==> src/rtl/int_calc_arbiter.sv <==
// Round-robin arbiter sharing one non-pipelined log2 normaliser among NUM_CH channels.
// Keeps a single transaction in flight and routes each result back to its issuing channel.
// A watchdog aborts a hung normaliser and returns an error result.
//
// Ports:
//   clk_i, rst_ni              clock, asynchronous active-low reset
//   ch_en_i                    per-channel enable mask, sampled at arbitration only
//   req_valid_i/req_ready_o    per-channel sample handshake (ready is one-hot)
//   req_data_i                 flattened samples, channel k at [k*DATA_WIDTH +: DATA_WIDTH]
//   norm_in_valid_o/_ready_i   sample handshake towards the normaliser
//   norm_data_o                sample to the normaliser
//   norm_out_valid_i/_ready_o  result handshake from the normaliser
//   norm_int_part_i            normaliser exponent
//   norm_data_out_i            normaliser mantissa
//   res_valid_o/res_ready_i    one-hot result handshake towards the owning channel
//   res_ch_o                   owner index of the current result
//   res_int_part_o, res_data_o returned exponent and mantissa
//   res_err_o                  result was aborted by the watchdog
//   busy_o                     a transaction is in progress
module int_calc_arbiter #(
  parameter int unsigned NUM_CH      = 4,
  parameter int unsigned DATA_WIDTH  = 16,
  parameter int unsigned FRAC_WIDTH  = 16,
  parameter int unsigned NORM_WIDTH  = FRAC_WIDTH + 1,
  parameter int unsigned SHIFT_WIDTH = $clog2(DATA_WIDTH),
  parameter int unsigned CH_WIDTH    = $clog2(NUM_CH),
  parameter int unsigned TIMEOUT     = 64
) (
  input  logic                         clk_i,
  input  logic                         rst_ni,
  input  logic [NUM_CH-1:0]            ch_en_i,
  input  logic [NUM_CH-1:0]            req_valid_i,
  output logic [NUM_CH-1:0]            req_ready_o,
  input  logic [NUM_CH*DATA_WIDTH-1:0] req_data_i,
  output logic                         norm_in_valid_o,
  input  logic                         norm_in_ready_i,
  output logic [DATA_WIDTH-1:0]        norm_data_o,
  input  logic                         norm_out_valid_i,
  output logic                         norm_out_ready_o,
  input  logic [SHIFT_WIDTH-1:0]       norm_int_part_i,
  input  logic [NORM_WIDTH-1:0]        norm_data_out_i,
  output logic [NUM_CH-1:0]            res_valid_o,
  input  logic [NUM_CH-1:0]            res_ready_i,
  output logic [CH_WIDTH-1:0]          res_ch_o,
  output logic [SHIFT_WIDTH-1:0]       res_int_part_o,
  output logic [NORM_WIDTH-1:0]        res_data_o,
  output logic                         res_err_o,
  output logic                         busy_o
);

  localparam int unsigned TimerWidth = $clog2(TIMEOUT + 1);
  localparam logic [TimerWidth-1:0] TimerMax = TimerWidth'(TIMEOUT - 1);
  localparam logic [NUM_CH-1:0] OneHot0 = {{(NUM_CH - 1){1'b0}}, 1'b1};

  typedef enum logic [1:0] {StIdle, StIssue, StWait, StReturn} state_e;

  state_e                  state_q, state_d;
  logic [CH_WIDTH-1:0]     last_grant_q, last_grant_d;
  logic [CH_WIDTH-1:0]     ch_q, ch_d;
  logic [DATA_WIDTH-1:0]   data_q, data_d;
  logic                    in_valid_q, in_valid_d;
  logic [TimerWidth-1:0]   timer_q, timer_d;
  logic [SHIFT_WIDTH-1:0]  int_part_q, int_part_d;
  logic [NORM_WIDTH-1:0]   res_data_q, res_data_d;
  logic                    err_q, err_d;

  logic [NUM_CH-1:0]       eligible;
  logic                    grant_found;
  logic [CH_WIDTH-1:0]     grant_idx;
  logic [CH_WIDTH-1:0]     cand;
  logic [DATA_WIDTH-1:0]   grant_data;

  assign eligible = req_valid_i & ch_en_i;

  // Scan from the channel after the last winner, wrapping, and take the first eligible one.
  always_comb begin
    grant_found = 1'b0;
    grant_idx   = '0;
    cand        = '0;
    for (int unsigned i = 1; i <= NUM_CH; i++) begin
      cand = CH_WIDTH'((32'(last_grant_q) + i) % NUM_CH);
      if (!grant_found && eligible[cand]) begin
        grant_found = 1'b1;
        grant_idx   = cand;
      end
    end
  end

  always_comb begin
    grant_data = '0;
    for (int unsigned k = 0; k < NUM_CH; k++) begin
      if (grant_idx == CH_WIDTH'(k)) begin
        grant_data = req_data_i[k*DATA_WIDTH +: DATA_WIDTH];
      end
    end
  end

  always_comb begin
    state_d      = state_q;
    last_grant_d = last_grant_q;
    ch_d         = ch_q;
    data_d       = data_q;
    in_valid_d   = in_valid_q;
    timer_d      = timer_q;
    int_part_d   = int_part_q;
    res_data_d   = res_data_q;
    err_d        = err_q;
    unique case (state_q)
      StIdle: begin
        if (grant_found) begin
          data_d       = grant_data;
          ch_d         = grant_idx;
          last_grant_d = grant_idx;
          in_valid_d   = 1'b1;
          state_d      = StIssue;
        end
      end
      StIssue: begin
        if (norm_in_ready_i) begin
          in_valid_d = 1'b0;
          timer_d    = '0;
          state_d    = StWait;
        end
      end
      StWait: begin
        // A real result arriving on the timeout cycle takes precedence over the abort.
        if (norm_out_valid_i) begin
          int_part_d = norm_int_part_i;
          res_data_d = norm_data_out_i;
          err_d      = 1'b0;
          state_d    = StReturn;
        end else if (timer_q == TimerMax) begin
          int_part_d = '0;
          res_data_d = '0;
          err_d      = 1'b1;
          state_d    = StReturn;
        end else begin
          timer_d = timer_q + TimerWidth'(1);
        end
      end
      StReturn: begin
        if (res_ready_i[ch_q]) begin
          state_d = StIdle;
        end
      end
      default: state_d = StIdle;
    endcase
  end

  always_ff @(posedge clk_i or negedge rst_ni) begin
    if (!rst_ni) begin
      state_q      <= StIdle;
      last_grant_q <= CH_WIDTH'(NUM_CH - 1);
      ch_q         <= '0;
      data_q       <= '0;
      in_valid_q   <= 1'b0;
      timer_q      <= '0;
      int_part_q   <= '0;
      res_data_q   <= '0;
      err_q        <= 1'b0;
    end else begin
      state_q      <= state_d;
      last_grant_q <= last_grant_d;
      ch_q         <= ch_d;
      data_q       <= data_d;
      in_valid_q   <= in_valid_d;
      timer_q      <= timer_d;
      int_part_q   <= int_part_d;
      res_data_q   <= res_data_d;
      err_q        <= err_d;
    end
  end

  assign req_ready_o      = (state_q == StIdle && grant_found) ? (OneHot0 << grant_idx) : '0;
  assign norm_in_valid_o  = in_valid_q;
  assign norm_data_o      = data_q;
  assign norm_out_ready_o = (state_q == StWait);
  assign res_valid_o      = (state_q == StReturn) ? (OneHot0 << ch_q) : '0;
  assign res_ch_o         = ch_q;
  assign res_int_part_o   = int_part_q;
  assign res_data_o       = res_data_q;
  assign res_err_o        = err_q;
  assign busy_o           = (state_q != StIdle);

endmodule
==> config.mk <==
export PLATFORM = sky130hd
export DESIGN_NAME = int_calc_arbiter
export DESIGN_NICKNAME = d
export VERILOG_FILES = /design/src/rtl/int_calc_arbiter.sv
export SDC_FILE = /design/constraint.sdc
export NUM_CORES = 1
export LEC_CHECK = 0
export BUFFER_PORTS_ARGS = -buffer_cell sky130_fd_sc_hd__buf_2
export CAP_MARGIN = 20
export CORE_ASPECT_RATIO = 1.2
export CORE_MARGIN = 1.5
export CORE_UTILIZATION = 41
export CTS_CLUSTER_DIAMETER = 50
export DETAILED_ROUTE_END_ITERATION = 16
export PLACE_DENSITY = 0.74
export SLEW_MARGIN = 0
export SYNTH_ARGS = -nofsm -noshare
export SYNTH_HDL_FRONTEND = slang
export SYNTH_SLANG_ARGS = --single-unit
==> constraint.sdc <==
create_clock -name clk_i -period 2.35 [get_ports clk_i]
set_input_delay 0.47 -clock clk_i [delete_from_list [all_inputs] [get_ports clk_i]]
set_output_delay 0.47 -clock clk_i [all_outputs]
set_load 0.01 [all_outputs]
==> results.md <==
* Run status: finished, final reports clean
* Multiplexer share of the synthesized area at 0.0111
* Slew Viols, Final at 0
* Syn_nets at 388
* Chip width at 81.5 um
* Clock Latency Late Sink at 0.30 ns
* CTS Buf Count at 5
* Pwr/cell area at 1100 nW/um^2
* Cell area after layout at 3990 sq um
* Sink Count at 52
* Max transition margin at 0.600
* WHS at 0.125 ns
* RD Place Congestion at 0.836
* Post-synth EDFFs at 0
* Fillers at 659
* Worst Max-Slew Pin Slew at 0.596 ns
* Post-DRT Antenna Nets at 0
* Inserted Diodes at 0
* Die ar. at 7920 sq um
* Post-CTS Hold Buffers at 0
* Complex-gate fraction of the synthesized area at 0.295
* Tcrit/Tclk final at 0.950
* Worst hold path class: in2async
* Nets at 537
* XOR/XNOR Fraction of Synth Area at 0.0116
* Via Count at 2,744
* Area growth syn-to-layout at 31.4%
* Max Clk Rate at 0.448 GHz
* WS Path Type: reg2out
* Final wirelength at 7450 um
* Finished Layout Cells at 521
* CP max FO at 5
* Vias in the first global route at 2,657
* Netlist Area Pre-Place at 3030 sq um
* Initial Util at 0.422
* Drt initial violations at 44
* Leak Pwr at 2.09 nW
* Startpoint types: flip-flop
* Synth Instances at 281
* Total GRT Usage at 0.195
* DP HPWL at 5930 um
* Dpl cells at 513
* # resized after CTS at 0
* Main combinational cell family by area after synthesis: compound AO/OA/AOI/OAI gates
* Synth Area in Simple Gates at 0.168
* Layout Skew at 0.0124 ns
* Post-synthesis adder-cell area fraction at 0.0248
* FF+latch count, synth at 52
* Setup_tns at 0 ns
* Worst vdd ir at 0.000485 V
* CTS max path bufs at 2
* Nature of the critical path endpoint: primary output
* Fraction of registers with async set or reset after synthesis at 1.00
* I/O Buffers at 151
* Post-DP Area at 3840 sq um
* WL/cell at 14.3 um
* Layout cells sized above 1 at 0.476
* Core box area at 7190 sq um
* Die height at 97.2 um
* GR Overflow Total at 0
* Main synth FF type: dfrtp_1
* Ports at 152
* Maxcap violations at 0
* Cell variety after synth at 48
* Critical Path AT at 1.76 ns
* Mapped Avg Cell Area at 10.8 sq um
* Antenna violations before repair at 0
* Post-CTS setup buffer count at 0
* Root Buffer: clkbuf_8
* Post-synthesis sequential area ratio at 0.430
* Row Count at 34
* CTS tree: yes
* Clock transition at path regs at 0.10 ns
* Largest net degree at the start of global routing at 37
* First drt pass iteration count at 4
* First-pass GRT wire length at 12,200 um
* RSZ-0062 raised after global routing: no
* DR vias/cell at 5.27
* DRC viols at 0
* Ys Warns at 0
* CTS H-Tree Depth at 2
* Minimum clock period at 2.23 ns
* Final setup fails at 0
* Critical Path RT at 1.88 ns
* Final hold vios at 0
==> stage by stage <==
step | utilization | setup WS (ns) | total power [mW]
floorplan | - | 0.335 | 3.00
global placement | 0.534 | 0.278 | 3.66
detailed placement | 0.534 | 0.218 | 3.71
CTS | 0.553 | 0.0104 | 4.45
global route | 0.554 | 0.0199 | 4.77
finish | 0.554 | 0.117 | 4.39
==> logic make-up (layout without fill, tap and decap cells) <==
logic type               count (synthesis)  after routing
AND/OR/NAND/NOR                         93             93
multiplexers                             2              2
adder cells (fa/ha/maj)                  6              6
XOR/XNOR                                 4              4
buffers and inverters                   26            176
flip-flops                              52             52
AO/OA/AOI/OAI                           98             98
==> Yosys cell counts, types with 3 or more instances <==
master,instances,share of area
a211oi_1,31,0.077
a211oi_2,4,0.017
a22o_1,24,0.069
and3_1,22,0.045
and3_2,12,0.030
buf_2,7,0.012
buf_6,6,0.022
clkbuf_1,3,0.0037
dfrtp_1,50,0.41
ha_1,6,0.025
inv_1,6,0.0074
nand2_1,32,0.040
nand2b_1,3,0.0062
nand3_1,3,0.0049
nor2_1,8,0.0099
o21ai_0,3,0.0049
o31ai_1,16,0.040
xnor2_1,4,0.012
==> layout by cell type (no fill, tap or decap), types with 3 or more instances in the layout <==
cell type  netlist  layout
xnor2_1          4       4
a211oi_1        31      31
dfrtp_1         50      50
nand3_1          3       3
ha_1             6       5
buf_2            7     151
o21ai_0          3       3
a22o_1          24      24
inv_1            6       6
buf_4            2      10
nor2_1           8       8
o31ai_1         16      16
and3_2          12      12
clkbuf_8         2       5
nand2b_1         3       3
nand2_1         32      32
and3_1          22      22
a211oi_2         4       4
==> layout make-up <==
| class | instances | area (sq um) | share of cell area |
|---|---|---|---|
| Multi-Input combinational cell | 203 | 1560 | 0.391 |
| Sequential cell | 52 | 1300 | 0.327 |
| Timing Repair Buffer | 162 | 851 | 0.213 |
| Tap cell | 90 | 113 | 0.0282 |
| Clock buffer | 5 | 68.8 | 0.0173 |
| Clock inverter | 3 | 68.8 | 0.0173 |
| Inverter | 6 | 22.5 | 0.00565 |
==> worst max-delay path, stage by stage, from the launching register on <==
cell      delay (ns)
dfstp_2         0.63
o221ai_2        0.17
a22oi_4         0.24
nand2_1         0.15
a21oi_1         0.13
buf_2           0.14
==> final timing paths <==
| path | start | slack, ns | to | cells after the start |
|---|---|---|---|---|
| max | last_grant_q[0] | 0.12 | req_ready_o[0] | 5 |
| min | rst_ni | 0.12 | norm_data_o[9] | 1 |
| max reg2reg | res_ch_o[0] | 0.50 | state_q[1] | 5 |
| min reg2reg | norm_data_o[3] | 0.49 | norm_data_o[3] | 2 |
| max in group asynchronous | rst_ni | 1.68 | res_int_part_o[2] | 2 |
| min in group clk_i | norm_data_out_i[2] | 0.39 | res_data_o[2] | 2 |
==> state kept, by name, indices dropped and copies added (netlist names) <==
register and cells:
last_grant_q 2, norm_data_o 16, norm_in_valid_o 1, res_ch_o 2
res_data_o 17, res_err_o 1, res_int_part_o 4, state_q 2
timer_q 7
==> per-layer routing <==
| layer | part of all wire | global-route usage | vias up |
|---|---|---|---|
| met5 | 0 | 0 | - |
| met4 | 0.011 | 0.0557 | 0 |
| met3 | 0.077 | 0.0404 | 6 |
| met2 | 0.47 | 0.329 | 126 |
| met1 | 0.44 | 0.248 | 1244 |
| li1 | - | - | 1368 |
==> power by group <==
part	switching (mW)	internal (mW)
combinational	1.16	0.962
sequential	0.265	1.29
clock	0.289	0.428
total	1.71	2.68
No activity file was read; power rests on OpenSTA's default activity.
